$ cat config.mk
export PLATFORM = sky130hd
export DESIGN_NAME = hazard_control_unit
export DESIGN_NICKNAME = d
export VERILOG_FILES = /design/src/rtl/hazard_control_unit_pkg.sv /design/src/rtl/hazard_perf_counter.sv /design/src/rtl/hazard_control_unit.sv
export SDC_FILE = /design/constraint.sdc
export NUM_CORES = 1
export LEC_CHECK = 0
export ABC_AREA = 1
export ABC_CLOCK_PERIOD_IN_PS = 900
export CORE_AREA = 2 2 39 41
export DETAILED_ROUTE_END_ITERATION = 16
export DIE_AREA = 0 0 41 43
export GPL_TIMING_DRIVEN = 0
export MAX_ROUTING_LAYER = met4
export PLACE_DENSITY = 0.75
export SLEW_MARGIN = 30
export SYNTH_ARGS = -nofsm -noshare
export SYNTH_HDL_FRONTEND = slang
export SYNTH_SLANG_ARGS = --single-unit
$ cat constraint.sdc
create_clock -name clk -period 0.9 [get_ports clk]
set_clock_uncertainty 0.15 [all_clocks]
set_input_delay 0.09 -clock clk [delete_from_list [all_inputs] [get_ports clk]]
set_output_delay 0.09 -clock clk [all_outputs]
set_load 0.05 [all_outputs]
$ cat src/rtl/hazard_control_unit_pkg.sv
// Shared definitions for the hazard control unit: FSM encodings, register
// constants, the legal FLUSH_CYCLES range and the load-use detection function.
package hazard_control_unit_pkg;

  typedef enum logic [1:0] {
    ST_RUN   = 2'd0,
    ST_FLUSH = 2'd1
  } state_t;

  localparam logic [4:0] REG_ZERO = 5'd0;

  localparam int FLUSH_CYCLES_MIN = 1;
  localparam int FLUSH_CYCLES_MAX = 4;

  // A load in EX whose destination feeds a source of the instruction in ID.
  function automatic logic load_use(
    input logic       ex_mem_read,
    input logic [4:0] ex_rt,
    input logic [4:0] id_rs,
    input logic [4:0] id_rt,
    input logic       id_uses_rt
  );
    return ex_mem_read && (ex_rt != REG_ZERO) &&
           ((ex_rt == id_rs) || (id_uses_rt && (ex_rt == id_rt)));
  endfunction

endpackage

$ cat src/rtl/hazard_perf_counter.sv
// Saturating 32-bit event counter with enable, cleared by asynchronous reset.
module hazard_perf_counter (
  input  logic        clk,
  input  logic        reset,
  input  logic        en,
  output logic [31:0] count
);

  // NOTE: sequential state is written only with <= inside always_ff so every
  // register samples the pre-edge values regardless of statement order.
  always_ff @(posedge clk or posedge reset) begin
    if (reset) begin
      count <= '0;
    end else if (en && (count != '1)) begin
      count <= count + 32'd1;
    end
  end

endmodule

$ cat src/rtl/hazard_control_unit.sv
// Pipeline hazard control for the IF/ID and ID/EX registers: load-use stalls,
// multi-cycle branch flushes and memory-wait freezes. Define HAZARD_PERF_CNT_EN
// to add the stall_cycles/flush_cycles performance counters.
module hazard_control_unit
  import hazard_control_unit_pkg::*;
#(
  parameter int FLUSH_CYCLES = 1,
  parameter int CNT_W        = 3
) (
  input  logic        clk,
  input  logic        reset,
  input  logic [4:0]  id_rs,
  input  logic [4:0]  id_rt,
  input  logic        id_uses_rt,
  input  logic        ex_mem_read,
  input  logic [4:0]  ex_rt,
  input  logic        ex_branch_taken,
  input  logic        mem_busy,
  output logic        pc_write,
  output logic        ifid_write,
  output logic        ifid_flush,
  output logic        idex_write,
  output logic        idex_bubble,
  output logic [1:0]  state
`ifdef HAZARD_PERF_CNT_EN
  ,
  output logic [31:0] stall_cycles,
  output logic [31:0] flush_cycles
`endif
);

  // Remaining flush cycles after the one in which the branch resolves.
  localparam logic [CNT_W-1:0] CNT_LOAD =
    (FLUSH_CYCLES > FLUSH_CYCLES_MIN) ? CNT_W'(FLUSH_CYCLES - 2) : '0;

  state_t           state_q;
  logic [CNT_W-1:0] cnt_q;
  logic             in_flush;
  logic             lu;
  logic             stall_evt;

  // Encodings other than ST_FLUSH behave as RUN.
  assign in_flush = (state_q == ST_FLUSH);
  assign lu       = load_use(ex_mem_read, ex_rt, id_rs, id_rt, id_uses_rt);
  assign state    = state_q;

  // NOTE: every output gets a default before the priority chain so no path
  // leaves a signal unassigned and infers a latch.
  always_comb begin
    pc_write    = 1'b0;
    ifid_write  = 1'b0;
    ifid_flush  = 1'b0;
    idex_write  = 1'b0;
    idex_bubble = 1'b0;
    stall_evt   = 1'b0;
    if (reset) begin
      // everything held off while in reset
    end else if (mem_busy) begin
      stall_evt = 1'b1;
    end else if (ex_branch_taken || in_flush) begin
      pc_write    = 1'b1;
      ifid_write  = 1'b1;
      ifid_flush  = 1'b1;
      idex_write  = 1'b1;
      idex_bubble = 1'b1;
    end else if (lu) begin
      idex_write  = 1'b1;
      idex_bubble = 1'b1;
      stall_evt   = 1'b1;
    end else begin
      pc_write    = 1'b1;
      ifid_write  = 1'b1;
      idex_write  = 1'b1;
    end
  end

  // A freeze holds state and counter so a pending flush resumes afterwards.
  always_ff @(posedge clk or posedge reset) begin
    if (reset) begin
      state_q <= ST_RUN;
      cnt_q   <= '0;
    end else if (!mem_busy) begin
      if (ex_branch_taken) begin
        if (FLUSH_CYCLES > FLUSH_CYCLES_MIN) begin
          state_q <= ST_FLUSH;
          cnt_q   <= CNT_LOAD;
        end else begin
          state_q <= ST_RUN;
          cnt_q   <= '0;
        end
      end else if (in_flush) begin
        if (cnt_q == '0) begin
          state_q <= ST_RUN;
        end else begin
          cnt_q <= cnt_q - 1'b1;
        end
      end else begin
        state_q <= ST_RUN;
        cnt_q   <= '0;
      end
    end
  end

`ifdef HAZARD_PERF_CNT_EN
  hazard_perf_counter u_stall_cnt (
    .clk   (clk),
    .reset (reset),
    .en    (stall_evt),
    .count (stall_cycles)
  );

  hazard_perf_counter u_flush_cnt (
    .clk   (clk),
    .reset (reset),
    .en    (ifid_flush),
    .count (flush_cycles)
  );
`else
  logic unused_stall_evt;
  assign unused_stall_evt = stall_evt;
`endif

endmodule

==> results of run 1 <==
[cells by family (layout without fill, tap and decap cells)]
| kind of cell | Yosys count | count (layout) | synth area share |
|---|---|---|---|
| buffers and inverters | 18 | 44 | 0.290 |
| other | 1 | 2 | 0.0138 |
| AO/OA/AOI/OAI | 1 | 1 | 0.0184 |
| XOR/XNOR | 1 | 1 | 0.0323 |
| AND/OR/NAND/NOR | 44 | 44 | 0.645 |
[power by group]
group	total, uW	leakage (uW)	internal, uW	switching (uW)
registers	0	0	0	0
clock network	0	0	0	0
logic	343	0.000380	170	173
total	343	0.000380	170	173
[tightest hold or removal path: stages]
cell and delay, ns:
buf_6 0.08, nor2_4 0.04, buf_4 0.18
[synthesized netlist by cell type, drive strengths merged]
master / n / area, sq um
buf: 3 / 22.5
conb: 1 / 3.75
nor2: 10 / 40.0
xnor2: 1 / 8.76
inv: 15 / 56.3
o21ai: 1 / 5.00
nand3: 4 / 20.0
nand2: 30 / 115
[metrics by stage]
stage	cells	hold WS, ns	instance area, sq um	utilization
2_1_floorplan	66	0.0996	325	-
3_3_place_gp	107	1.29	596	0.430
3_5_place_dp	107	1.32	596	0.430
4_1_cts	108	0.337	589	0.426
5_1_grt	108	0.351	653	0.472
6_report	108	0.335	653	0.472
[final cells by class]
| type | count | area share |
|---|---|---|
| Timing Repair Buffer | 26 | 0.425 |
| Tap cell | 16 | 0.0307 |
| Buffer | 3 | 0.0460 |
| Inverter | 15 | 0.0958 |
| Multi-Input combinational cell | 48 | 0.402 |
[worst max path at each step]
| stage | slack (ns) | cells past startpoint | startpoint | endpoint |
|---|---|---|---|---|
| after global placement | -1.42 | 11 | ex_rt[2] | pc_write |
| final | -0.36 | 11 | id_rt[2] | pc_write |
| after detailed placement | -1.44 | 12 | ex_rt[3] | pc_write |
| after floorplan | -0.22 | 4 | mem_busy | pc_write |
| after global routing | -0.46 | 11 | ex_rt[4] | pc_write |
| after CTS | -0.39 | 11 | id_rt[2] | pc_write |
[metal layers]
layer	GRT usage	wire, microns	up-vias
met5	-	0	-
met2	0.200	417	20
met1	0.114	267	171
met3	0.0105	111	0
li1	-	-	234
met4	0	0	0
[repair_timing]
item	CTS	global route
setup buffers	1	0
cloned	0	0
resized for setup	119	22
hold buffers	0	0
endpoints found under the setup margin	5	4
pin swaps	23	23
==> flow_summary.yaml, run 1 <==
outcome:
  status: "finished with violations"
  violations: "setup timing"
placement:
  io_buffers: 25
  globalplace.congestion: 0.733
  dpl.hpwl_microns: 712
  dp_slack_ns: -1.44
floorplan:
  start_util: 0.196
  row_count: 14
  die_width_microns: 41
  dieArea_sq_um: 1760
  pin_count: 28
  die_height_microns: 43
  coreArea_sq_um: 1380
synthesis:
  syn_area_sq_um: 272
  synth_cells: 65
  yosysSeqAreaShare: 0
  avgSynthCellArea_sq_um: 4.18
  synth_warnings: 0
  synth_cell_types: 11
sta:
  final.setup.tns_ns: -1.03
  slew_viol_final: 0
  finalHoldViolations: 0
  worst_slack_ns: -0.359
  rsz0062_at_grt: "true"
  period_share: 1.40
  fmax_mhz: 794
  period_minus_slack_ns: 1.26
  finalSetupViolations: 4
routing:
  post-route-drc-count: 0
  detail-route-antenna-nets: 0
  via_count: 425
  drt_pass1_iterations: 1
  wl_microns: 795
  drt_iter0_markers: 0
  avgViaCountPerCell: 3.94
  drt-wirelength-per-cell_microns: 7.36
worst_setup_path:
  cp.required_ns: 0.66
  crit_family: "simple AND/OR/NAND/NOR gates"
  endpoint_kind: "primary output"
  startpoint_type: "input port"
  worst-path-buf-inv: 3
  crit_chain: "buf_6, nor2_4, nor2_2, nor2_1, nand3_1, nand2_2, nand2_2, nand2_4, nand2_8, buf_8, buf_8"
  critPathMaxStageDelay_ns: 0.14
  critPathKind: "in2out"
  crit_fanout: 2
  slowest_stage: "buf_8"
  crit_arrival_ns: 1.02
worst_hold_path:
  hold_path_end: "idex_write"
  hold_depth: 3
  hold_path.class: "in2out"
  min_from: "reset"
finish:
  multi_input_area_sq_um: 263
  n_fill_cell: 160
  syn2layout_area_growth_pct: 141
  nClkBuffers: 0
  n_antenna_cell: 0
  final_common_cell: "nand2_1"
  drive_gt1_frac: 0.533
  nFlopsAndLatches: 0
  regArea_sq_um: 0
  nNetsFinal: 115
  layout_common_cells: "nand2_1 (19), buf_6 (10), nand2_2 (8), inv_1 (8), buf_8 (8)"
grt:
  grt_use_total: 0.104
  grt_pass1_wl_microns: 1360
  grt_pass1_vias: 369
  grt_max_degree: 5
  globalRouteOverflowTotal: 0
  antenna_found_initial: 0
pwr:
  powerDensity_nw_per_um2: 525
  power_uw: 343
  p_leak_uw: 0.000380
  vdd_drop_max_v: 0.000186
run:
  cap_viol_max_count: 0
No activity file was read; power rests on OpenSTA's default activity.
==> run 2, diff against run 1 <==
--- a/config.mk
+++ b/config.mk
@@ -13,7 +13,6 @@
 export GPL_TIMING_DRIVEN = 0
 export MAX_ROUTING_LAYER = met4
 export PLACE_DENSITY = 0.75
-export SLEW_MARGIN = 30
 export SYNTH_ARGS = -nofsm -noshare
 export SYNTH_HDL_FRONTEND = slang
 export SYNTH_SLANG_ARGS = --single-unit
==> results of run 2 <==
No change in the layout: final DEF, timing and power equal those of run 1.
